`src/rtl/dmx_pkg.sv`:
```
// Shared definitions for the 1-to-N demultiplexing deserializer.
// Latency: n/a (types, constants and a width helper only).
// Backpressure: n/a.
package dmx_pkg;

    // Position source encoding for in_mode.
    localparam logic MODE_ADDR = 1'b0;
    localparam logic MODE_SCAN = 1'b1;

    // FILL collects bits; HOLD presents the finished word until it is taken.
    typedef enum logic {
        FILL = 1'b0,
        HOLD = 1'b1
    } state_t;

    // Select width for a given number of positions; a 2-position demux
    // still needs a 1-bit select, so the result never drops below 1.
    function automatic int unsigned sel_w_of(input int unsigned w);
        if (w <= 2) begin
            return 1;
        end
        return $clog2(w);
    endfunction

endpackage

```
`src/rtl/dmx_pos_decode.sv`:
```
// Binary position to one-hot write-enable decoder.
// Latency: combinational, zero cycles.
// Backpressure: none; the enable input gates the whole vector.
module dmx_pos_decode
    import dmx_pkg::*;
#(
    parameter int WIDTH = 16,
    parameter int SEL_W = 4
) (
    input  logic [SEL_W-1:0] pos,
    input  logic             en,
    output logic [WIDTH-1:0] wr_vec
);

    // Exactly one bit set at pos when enabled, otherwise all zeros.
    always_comb begin
        wr_vec = '0;
        if (en) begin
            wr_vec[pos] = 1'b1;
        end
    end

endmodule

```
`src/rtl/dmx16_deser.sv`:
```
// Serial-to-parallel demux: one bit per handshake into an addressed or scanned word slot.
// Latency: out_valid rises the cycle after the completing accept (mask full or flush).
// Backpressure: in_ready drops for the whole HOLD phase until out_ready takes the word.
module dmx16_deser
    import dmx_pkg::*;
#(
    parameter int WIDTH    = 16,
    parameter bit DATA_INV = 1'b0
) (
    input  logic                          clk,
    input  logic                          rst_n,
    input  logic                          en_n,
    input  logic                          in_valid,
    output logic                          in_ready,
    input  logic                          in_data,
    input  logic [sel_w_of(WIDTH)-1:0]    in_sel,
    input  logic                          in_mode,
    input  logic                          in_flush,
    output logic                          out_valid,
    input  logic                          out_ready,
    output logic [WIDTH-1:0]              out_word,
    output logic [WIDTH-1:0]              out_mask
);

    localparam int SEL_W = sel_w_of(WIDTH);

    state_t             state;
    state_t             state_nxt;
    logic [SEL_W-1:0]   cnt;
    logic [SEL_W-1:0]   pos;
    logic               accept;
    logic               bit_val;
    logic               flush_go;
    logic               word_full;
    logic [WIDTH-1:0]   wr_vec;
    logic [WIDTH-1:0]   mask_nxt;
    logic [WIDTH-1:0]   word_nxt;

    // Handshake qualifiers; en_n only gates the fill side.
    assign in_ready  = (state == FILL) & ~en_n;
    assign accept    = in_valid & in_ready;
    assign out_valid = (state == HOLD);

    // Scan mode walks the internal counter; addressed mode uses in_sel.
    assign pos     = (in_mode == MODE_SCAN) ? cnt : in_sel;
    assign bit_val = in_data ^ DATA_INV;

    dmx_pos_decode #(
        .WIDTH (WIDTH),
        .SEL_W (SEL_W)
    ) u_pos_decode (
        .pos    (pos),
        .en     (accept),
        .wr_vec (wr_vec)
    );

    // Word and mask as they would look after this cycle's accept.
    assign mask_nxt  = out_mask | wr_vec;
    assign word_nxt  = (out_word & ~wr_vec) | (wr_vec & {WIDTH{bit_val}});
    assign word_full = accept & (&mask_nxt);

    // A flush closes the word only if something has been (or is being) written.
    assign flush_go  = (state == FILL) & ~en_n & in_flush & (|mask_nxt);

    // State register.
    always_ff @(posedge clk or negedge rst_n) begin
        if (!rst_n) begin
            state <= FILL;
        end else begin
            state <= state_nxt;
        end
    end

    // Next-state: fill until full or flushed, hold until the consumer takes it.
    always_comb begin
        state_nxt = state;
        unique case (state)
            FILL: begin
                if (word_full || flush_go) begin
                    state_nxt = HOLD;
                end
            end
            HOLD: begin
                if (out_ready) begin
                    state_nxt = FILL;
                end
            end
            default: state_nxt = FILL;
        endcase
    end

    // Word, mask and scan counter: update on accept, clear when the word is taken.
    always_ff @(posedge clk or negedge rst_n) begin
        if (!rst_n) begin
            out_word <= '0;
            out_mask <= '0;
            cnt      <= '0;
        end else if (state == HOLD) begin
            if (out_ready) begin
                out_word <= '0;
                out_mask <= '0;
                cnt      <= '0;
            end
        end else if (accept) begin
            out_word <= word_nxt;
            out_mask <= mask_nxt;
            if (in_mode == MODE_SCAN) begin
                cnt <= cnt + SEL_W'(1);
            end
        end
    end

endmodule

```
`config.mk`:
```
export PLATFORM = sky130hd
export DESIGN_NAME = dmx16_deser
export DESIGN_NICKNAME = d
export VERILOG_FILES = /design/src/rtl/dmx_pkg.sv /design/src/rtl/dmx_pos_decode.sv /design/src/rtl/dmx16_deser.sv
export SDC_FILE = /design/constraint.sdc
export NUM_CORES = 1
export LEC_CHECK = 0
export BUFFER_PORTS_ARGS = -buffer_cell sky130_fd_sc_hd__buf_2
export CELL_PAD_IN_SITES_DETAIL_PLACEMENT = 0
export CELL_PAD_IN_SITES_GLOBAL_PLACEMENT = 2
export CORE_MARGIN = 3
export CORE_UTILIZATION = 34
export DETAILED_ROUTE_END_ITERATION = 8
export PLACE_DENSITY_LB_ADDON = 0.1
export RECOVER_POWER = 50
export SLEW_MARGIN = 30
export SYNTH_ARGS = -nofsm -noshare
export SYNTH_HDL_FRONTEND = slang
export SYNTH_SLANG_ARGS = --single-unit
export TNS_END_PERCENT = 5
```
`constraint.sdc`:
```
create_clock -name clk -period 4.9 [get_ports clk]
set_clock_uncertainty 0.05 [all_clocks]
set_input_delay 0.49 -clock clk [delete_from_list [all_inputs] [get_ports clk]]
set_output_delay 0.49 -clock clk [all_outputs]
set_load 0.005 [all_outputs]
```
==> run_results.csv <==
group,metric,value,unit
setup_path,critPathMaxStageDelay,0.66,ns
global_routing,grt_max_degree,38,
flow_run,drv_cap,1,
pwr,clockPowerShare,22.5,%
setup_path,crit_arrival,2.66,ns
routing,dr_total_vias,1781,
min_path,min-delay-path-class,"flop to flop",
pwr,ir_drop,0.0001487,V
setup_path,cp_slowest_cell,"nor3_2",
clock_network,hold_buffers,0,
logic_synthesis,synth_nets,243,
place,io_buffer_count,45,
timing,relSlewSlack,-37.45,%
die,rows,27,
global_routing,grt_overflow,0,
logic_synthesis,yosysUniqueCellTypes,45,
setup_path,cp.required,5.07,ns
routing,finalWirelength,5846,um
run_status,violations,"capacitance limit, slew limit",
pwr,p_per_area,403.6,nW/um^2
clock_network,clockBufferDepth,2,
global_routing,antenna_found_initial,0,
pwr,total_power,0.0009565,W
clock_network,cts-root-buf,"clkbuf_8",
global_routing,grt_pass1_wl,9791,um
routing,wire_per_inst,17.04,um
die,coreArea,5642,um^2
setup_path,path_cells,"or3b_1 > nor3_2 > a31oi_1 > nor4_1 > nand3_1 > o21ai_1",
pwr,pwr-share-seq,46.0,%
setup_path,endpoint_kind,"flop",
pwr,p_switching,0.0003629,W
logic_synthesis,synth_seq_cells,37,
logic_synthesis,syn_area,2021,um^2
die,initial_core_util,35.82,%
timing,setup_viol,0,
place,dp_hpwl,3988,um
clock_network,postCtsSetupBuffers,0,
timing,finalSetupTns,0,ns
timing,rsz0062_at_grt,"no",
logic_synthesis,synth_area_per_cell,8.786,um^2
place,gp_congestion,0.8576,
logic_synthesis,yosys_warnings,0,
routing,dr.pass1.iters,5,
min_path,worstHoldPathCells,2,
layout,finish.instance_area,2370,um^2
layout,num-fill-cells,600,
timing,final_max_slew_viol_count,38,
routing,drt_iter0_drc,163,
clock_network,clk_pin_slew,0.08,ns
layout,diodes,0,
setup_path,reg2regPathDepth,6,
clock_network,post_cts_resized,0,
logic_synthesis,synth-edff-count,0,
setup_path,critPathLaunchType,"flop",
pwr,p_sw_share,37.94,%
timing,fmax,401.1,MHz
die,die_area,6904,um^2
layout,drive_gt1_share,22.14,%
place,dpl.cell_count,335,
clock_network,htreeDepth,2,
logic_synthesis,ys.flop_type,"dfrtp_1",
routing,via_per_inst,5.192,
pwr,p_leak,1.105,nW
setup_path,path_class,"flop to flop",
layout,fin_cells,343,
global_routing,grt_usage,17.77,%
timing,finalHoldViolCount,0,
clock_network,clock_latency,0.29,ns
die,die_w,83.09,um
layout,final_util,42.00,%
timing,tightest_slew,2.062,ns
place,place_area,2276,um^2
run_status,outcome,"finished, violations left",
die,die_height,83.09,um
logic_synthesis,async_flop_share,100.0,%
clock_network,cts_buffers,5,
timing,period_needed,2.493,ns
pwr,p_int,0.0005936,W
clock_network,cts_num_sinks,37,
global_routing,first_global_vias,1761,
setup_path,crit_path_max_fanout,11,
layout,finalNetCount,283,
layout,area_growth,17.28,%
clock_network,cts_tree,"built",
logic_synthesis,synth_cells,230,
routing,drc,0,
timing,post-route-period-util,50.88,%
die,io_pins,46,
routing,ant_nets,0,
pwr,pwr-share-comb,31.5,%
logic_synthesis,ys_seq_area_share,45.82,%
## stage by stage
| stage | setup WS [ns] | hold WS [ns] |
|---|---|---|
| floorplan | 2.908 | 0.1444 |
| global route | 2.240 | 0.5159 |
| finish | 2.407 | 0.4735 |
| CTS | 2.419 | 0.2879 |
| detailed placement | 2.192 | 0.4607 |
| global placement | 2.227 | 0.4512 |
## state kept, by name, indices dropped and copies added (netlist names)
signal	count
cnt	4
out_word	16
out_mask	16
out_valid	1
## layer usage
metal  global-route usage (%)  wire, um
met1                    26.43      3010
met2                    25.95      2513
met3                    3.770       259
met4                    4.903        63
met5                        0         0
## cell type report
type | instances | area (um^2) | area share [%]
Tap cell | 72 | 90.09 | 3.801
Clock inverter | 1 | 7.507 | 0.3168
Timing Repair Buffer | 46 | 219.0 | 9.240
Multi-Input combinational cell | 174 | 1028 | 43.40
Clock buffer | 7 | 76.32 | 3.221
Sequential cell | 37 | 925.9 | 39.07
Inverter | 6 | 22.52 | 0.9504
## cells in the final DEF, fill, tap and decap left out, types with 2 or more instances in the layout
master     n
nand2_1   45
dfrtp_1   37
buf_2     34
nor2_1    25
a21oi_1   20
nor3_1    15
clkbuf_1  12
nand3_1    9
inv_1      6
clkbuf_8   5
o21ai_0    4
nor4_1     4
mux2i_1    3
nand2b_1   3
a31oi_1    3
xnor2_1    3
nand4_1    3
o22ai_1    2
mux2_2     2
nor3_4     2
nor3_2     2
o32ai_4    2
a21o_2     2
and3_1     2
and2_1     2
o21ai_1    2
## power groups by stage
stage | clock (W) | sequential (W) | combinational [W]
5_1_grt | 0.000237 | 0.000453 | 0.000342
2_1_floorplan | 0 | 0.000431 | 0.000191
3_3_place_gp | 0 | 0.000447 | 0.000308
4_1_cts | 0.000223 | 0.000440 | 0.000308
6_report | 0.000215 | 0.000440 | 0.000302
3_5_place_dp | 0 | 0.000446 | 0.000308
## path summary, 6_finish.rpt
check                             from           to  slack [ns]
max                          out_valid    out_valid        2.41
min                        out_word[8]  out_word[8]        0.47
max reg2reg                  out_valid    out_valid        2.41
min reg2reg                out_word[8]  out_word[8]        0.47
max in group asynchronous        rst_n  out_mask[7]        2.88
min in group asynchronous        rst_n  out_mask[8]        0.73
## cell usage after synthesis, types with 2 or more instances
cell type / number / area (um^2)
nand4_1: 3 / 18.77
mux2i_1: 3 / 30.03
and2_1: 3 / 18.77
inv_1: 6 / 22.52
o32ai_2: 2 / 32.53
o21ai_0: 4 / 20.02
nor3_2: 2 / 20.02
o21ai_1: 2 / 10.01
a31oi_1: 3 / 18.77
dfrtp_1: 37 / 925.9
nor3_4: 2 / 32.53
and3_1: 2 / 12.51
nand2_1: 45 / 168.9
clkbuf_1: 5 / 18.77
nor4_1: 4 / 25.02
nand2b_1: 3 / 18.77
a21oi_1: 20 / 100.1
buf_2: 6 / 30.03
nor3_1: 15 / 75.07
o22ai_1: 2 / 12.51
mux2_2: 2 / 22.52
a21o_2: 2 / 17.52
nor2_1: 25 / 93.84
xnor2_1: 3 / 26.28
nand3_1: 9 / 45.04
## cell families (layout without fill, tap and decap cells)
kind of cell,Yosys count,in the layout,share of synthesized area [%]
multiplexers,6,6,3.282
buffers and inverters,19,60,4.458
AND/OR/NAND/NOR,118,118,28.42
flip-flops,37,37,45.82
XOR/XNOR,4,4,1.734
adder cells (fa/ha/maj),1,1,0.6191
AO/OA/AOI/OAI,45,45,15.67
## worst max-delay path: cells and delay by family (launching register included)
| family | cells | cell delay (ns) |
|---|---|---|
| AOI/OAI and AO/OA | 2 | 0.31 |
| and+or+nand+nor | 4 | 1.63 |
| DFF | 1 | 0.43 |
No activity file was read; power rests on OpenSTA's default activity.
